==> config.mk <==
export PLATFORM = sky130hd
export DESIGN_NAME = dx_iobus_ctrl
export DESIGN_NICKNAME = d
export VERILOG_FILES = /design/src/rtl/dx_iobus_ctrl.sv
export SDC_FILE = /design/constraint.sdc
export NUM_CORES = 1
export LEC_CHECK = 0
export CAP_MARGIN = 30
export CORE_MARGIN = 2
export CORE_UTILIZATION = 43
export DETAILED_ROUTE_END_ITERATION = 10
export PLACE_DENSITY = 0.84
export SYNTH_ARGS = -nofsm -noshare
export SYNTH_HDL_FRONTEND = slang
export SYNTH_SLANG_ARGS = --single-unit
==> constraint.sdc <==
create_clock -name clk -period 2.4 [get_ports clk]
set_clock_uncertainty 0.15 [all_clocks]
set_input_delay 0.6 -clock clk [delete_from_list [all_inputs] [get_ports clk]]
set_output_delay 0.6 -clock clk [all_outputs]
set_load 0.02 [all_outputs]
==> src/rtl/dx_iobus_ctrl.sv <==
// Tristate I/O bus controller: command/response front end driving a dx_iobuf.
// Optional macro DX_IOBUS_SYNC_EN adds a two-flop synchroniser on dio_i.
module dx_iobus_ctrl #(
    parameter int DATA_WIDTH  = 8,
    parameter int HOLD_CYCLES = 1,
    parameter int TURN_CYCLES = 1
) (
    input  logic                  clk,
    input  logic                  rst_n,
    input  logic                  cmd_valid,
    output logic                  cmd_ready,
    input  logic                  cmd_wr,
    input  logic [DATA_WIDTH-1:0] cmd_wdata,
    output logic                  rsp_valid,
    input  logic                  rsp_ready,
    output logic [DATA_WIDTH-1:0] rsp_rdata,
    output logic [DATA_WIDTH-1:0] dio_t,
    output logic [DATA_WIDTH-1:0] dio_o,
    input  logic [DATA_WIDTH-1:0] dio_i,
    output logic                  busy
);

    typedef enum logic [2:0] {
        IDLE,
        DRIVE,
        TURN,
        SAMPLE,
        RESP
    } state_t;

`ifdef DX_IOBUS_SYNC_EN
    localparam int SYNC_XTRA = 2;
`else
    localparam int SYNC_XTRA = 0;
`endif

    localparam logic [3:0] HOLD_LD    = 4'(HOLD_CYCLES - 1);
    localparam logic [3:0] TURN_WR_LD = 4'(TURN_CYCLES - 1);
    localparam logic [3:0] TURN_RD_LD = 4'(TURN_CYCLES - 1 + SYNC_XTRA);

    if (HOLD_CYCLES < 1 || HOLD_CYCLES > 15) begin : g_bad_hold
        $error("dx_iobus_ctrl: HOLD_CYCLES out of range 1..15");
    end
    if (TURN_CYCLES < 1 || TURN_CYCLES + SYNC_XTRA > 16) begin : g_bad_turn
        $error("dx_iobus_ctrl: TURN_CYCLES out of range for 4-bit counter");
    end

    state_t                  state_q;
    state_t                  state_d;
    logic [3:0]              cnt_q;
    logic [3:0]              cnt_d;
    logic                    wr_q;
    logic [DATA_WIDTH-1:0]   wdata_q;
    logic [DATA_WIDTH-1:0]   rdata_q;
    logic [DATA_WIDTH-1:0]   bus_in;
    logic                    accept;
    logic                    drive;

`ifdef DX_IOBUS_SYNC_EN
    logic [DATA_WIDTH-1:0] sync1_q;
    logic [DATA_WIDTH-1:0] sync2_q;

    always_ff @(posedge clk or negedge rst_n) begin
        if (!rst_n) begin
            sync1_q <= '0;
            sync2_q <= '0;
        end else begin
            sync1_q <= dio_i;
            sync2_q <= sync1_q;
        end
    end

    assign bus_in = sync2_q;
`else
    assign bus_in = dio_i;
`endif

    assign accept = (state_q == IDLE) && cmd_valid;

    // Counter holds remaining cycles minus one; a state exits when it reads zero.
    always_comb begin
        state_d = state_q;
        cnt_d   = cnt_q;
        unique case (state_q)
            IDLE: begin
                if (cmd_valid) begin
                    if (cmd_wr) begin
                        state_d = DRIVE;
                        cnt_d   = HOLD_LD;
                    end else begin
                        state_d = TURN;
                        cnt_d   = TURN_RD_LD;
                    end
                end
            end
            DRIVE: begin
                if (cnt_q == 4'd0) begin
                    state_d = TURN;
                    cnt_d   = TURN_WR_LD;
                end else begin
                    cnt_d = cnt_q - 4'd1;
                end
            end
            TURN: begin
                if (cnt_q == 4'd0) begin
                    state_d = wr_q ? IDLE : SAMPLE;
                end else begin
                    cnt_d = cnt_q - 4'd1;
                end
            end
            SAMPLE: begin
                state_d = RESP;
            end
            RESP: begin
                if (rsp_ready) begin
                    state_d = IDLE;
                end
            end
            default: begin
                state_d = IDLE;
                cnt_d   = 4'd0;
            end
        endcase
    end

    always_ff @(posedge clk or negedge rst_n) begin
        if (!rst_n) begin
            state_q <= IDLE;
            cnt_q   <= 4'd0;
        end else begin
            state_q <= state_d;
            cnt_q   <= cnt_d;
        end
    end

    always_ff @(posedge clk or negedge rst_n) begin
        if (!rst_n) begin
            wr_q    <= 1'b0;
            wdata_q <= '0;
        end else if (accept) begin
            wr_q    <= cmd_wr;
            wdata_q <= cmd_wr ? cmd_wdata : '0;
        end
    end

    always_ff @(posedge clk or negedge rst_n) begin
        if (!rst_n) begin
            rdata_q <= '0;
        end else if (state_q == SAMPLE) begin
            rdata_q <= bus_in;
        end
    end

    // Outputs decode straight from state so reset releases the bus at once.
    assign drive     = (state_q == DRIVE);
    assign dio_t     = {DATA_WIDTH{~drive}};
    assign dio_o     = drive ? wdata_q : '0;
    assign busy      = (state_q != IDLE);
    assign cmd_ready = rst_n && (state_q == IDLE);
    assign rsp_valid = (state_q == RESP);
    assign rsp_rdata = rdata_q;

endmodule

==> results.toml <==
[yosys]
syn_nets = 145
synthAdderAreaFrac_pct = 1.01
syn_avg_cell_area_sq_um = 10.0
synth_top_area_share_pct = 48.6
synth_edf_count = 0
synth_top_family_by_area = "simple AND/OR/NAND/NOR gates"
synth_top_cell_by_area = "dfrtp_1"
synthXorXnorAreaFrac_pct = 1.42
synthTopCellsByArea = "dfrtp_1 (49%), mux2_2 (7.3%), nand2_1 (5.8%)"
yosysUniqueCellTypes = 36
seq_area_frac_synth_pct = 48.6
synthMuxAreaShare_pct = 8.51
synth_seq_cells = 24
synthFlopType = "dfrtp_1"
syn-cell-area_sq_um = 1230
synth-simple-area-share_pct = 19.8
synth-compound-area-share_pct = 9.32
async_flop_share_pct = 100
synth_cells = 123
yosys_warnings = 0

[routing]
wl_met3_um = 234
final_antenna_net_count = 0
routed-wl-met2_mm = 1.38
drc = 0
drt_first_pass_iters = 4
drt-total-wl_mm = 2.78
drt-wirelength-per-cell_um = 13.9
num_vias = 1078
top_layer = "met4"
drt_iter0_drc = 17
met1_length_mm = 1.11
viasPerCell = 5.39

[layout]
num_antenna_cells = 0
nNetsFinal = 192
layout_commonest_cell = "clkdlybuf4s50_1"
syn_to_final_growth_pct = 40.0
utilization_pct = 63.2
layout_common_cells = "clkdlybuf4s50_1 (28), dfrtp_1 (24), nand2_1 (19), clkdlybuf4s15_1 (11), inv_1 (9)"
layoutNonFillerInstCount = 200
drive_above_1_share_pct = 18.3

[floorplanning]
rows = 19
die_width_um = 57.6
initial_core_util_pct = 45.2
die_height_um = 57.6
fp.coreArea_sq_um = 2730
ioPinCount = 48
dieArea_sq_um = 3320

[timing]
hold_ws_ns = 0.353
slew_headroom_pct = 70.5
tns_ns = 0
min_period_ns = 2.30
finalCritPeriodShare_pct = 95.8
setup_viol = 0
finalMaxSlewViolations = 0
fmax_ghz = 0.435
hold_viol_final = 0
worst_pin_slew_ns = 0.441
rsz0062_at_grt = "false"

[clock_network]
clock_latency_ns = 0.32
cts_sinks = 24
cts_made_buffers = 3
htree_levels = 1
clockRootBuffer = "clkbuf_4"
clk_pin_slew_worst_paths_ns = 0.13
postCtsSetupBuffers = 0
cts.path.max_buffers = 2
cts_tree = "yes"

[setup_path]
cp-start-kind = "flip-flop"
crit_arrival_ns = 1.55
required_ns = 1.65
crit_type = "reg2out"
cp-end-kind = "output port"
path_max_fanout = 9

[global_route]
grt_overflow = 0
antenna_found_initial = 0
grt_pass1_wl_mm = 4.75
grt_max_degree = 25
grt_pass1_vias = 1071
grt_use_total_pct = 18.6

[power]
leakagePower_uw = 0.000791
ir_drop_v = 0.000864
power_uw = 2110
power_density_nw_per_um2 = 1220

[run]
max-cap-violations = 0

[placed_design]
io_buffers = 47
gp_congestion = 0.759
dpl.hpwl_mm = 2.09
dp_cells = 196

[status]
outcome = "finished clean"

[worst_hold_path]
hp-class = "reg2reg"
[critical path: stages (launching register included)]
cell and delay [ns]:
dfrtp_1 0.43, inv_1 0.09, and3_2 0.27, and2_1 0.14
clkdlybuf4s15_1 0.30
[cell usage after synthesis (2+ instances only)]
| cell | n |
|---|---|
| nand4_1 | 3 |
| and2_1 | 8 |
| and3_1 | 2 |
| mux2_2 | 8 |
| nand2_1 | 19 |
| buf_6 | 3 |
| nor3_1 | 2 |
| o21ai_0 | 3 |
| inv_1 | 10 |
| o21ai_1 | 8 |
| dfrtp_1 | 24 |
| buf_4 | 8 |
| nand3_1 | 2 |
[repair_timing]
item | CTS | global route
setup endpoints to repair | 19 | 16
hold buffers | 0 | 0
pin swaps | 0 | 0
resized for setup | 21 | 22
[routing by layer]
layer / vias to the layer above / global-route usage (%)
li1: 499 / -
met1: 517 / 22.6
met4: 0 / 8.97
met2: 56 / 31.0
met3: 6 / 4.54
met5: - / 0
[logic make-up (layout without fill, tap and decap cells)]
logic type	count (synthesis)	after routing
flip-flops	24	24
buffers and inverters	23	69
adder cells (fa/ha/maj)	1	1
multiplexers	9	9
AO/OA/AOI/OAI	19	19
XOR/XNOR	2	2
AND/OR/NAND/NOR	45	45
[worst paths after layout]
path / end / slack, ns / cells past startpoint / start
setup reg to reg: state_q[0] / 0.46 / 5 / cnt_q[0]
min in group asynchronous: cnt_q[3] / 0.49 / 2 / rst_n
hold reg to reg: wdata_q[2] / 0.35 / 2 / wdata_q[2]
hold / removal: wdata_q[2] / 0.35 / 2 / wdata_q[2]
setup / recovery: dio_o[1] / 0.10 / 4 / state_q[1]
max in group asynchronous: cnt_q[2] / 1.38 / 2 / rst_n
[where the power goes]
part           total (uW)  leakage (uW)  switching (uW)  internal (uW)
combinational        1150      0.000460             614            537
clock                 294     0.0000279             125            169
sequential            669      0.000304            94.4            574
[cell type report]
| type | instances | area (sq um) |
|---|---|---|
| Multi-Input combinational cell | 76 | 498 |
| Fill cell | 235 | 1000 |
| Clock inverter | 1 | 30.0 |
| Timing Repair Buffer | 55 | 502 |
| Sequential cell | 24 | 601 |
| Inverter | 10 | 37.5 |
| Tap cell | 31 | 38.8 |
| Clock buffer | 3 | 22.5 |
[sequential cells by signal (all words and copies together), names as in the netlist]
signal     count
rsp_rdata      8
wdata_q        8
cnt_q          4
state_q        3
wr_q           1
[stage by stage]
step | instance area, sq um | setup WS [ns]
after floorplan | 1230 | 0.336
after global placement | 1700 | -0.154
after detailed placement | 1700 | -0.162
after CTS | 1730 | 0.0513
after global routing | 1730 | 0.00122
final | 1730 | 0.101
Power figures use the tool's default switching activity.
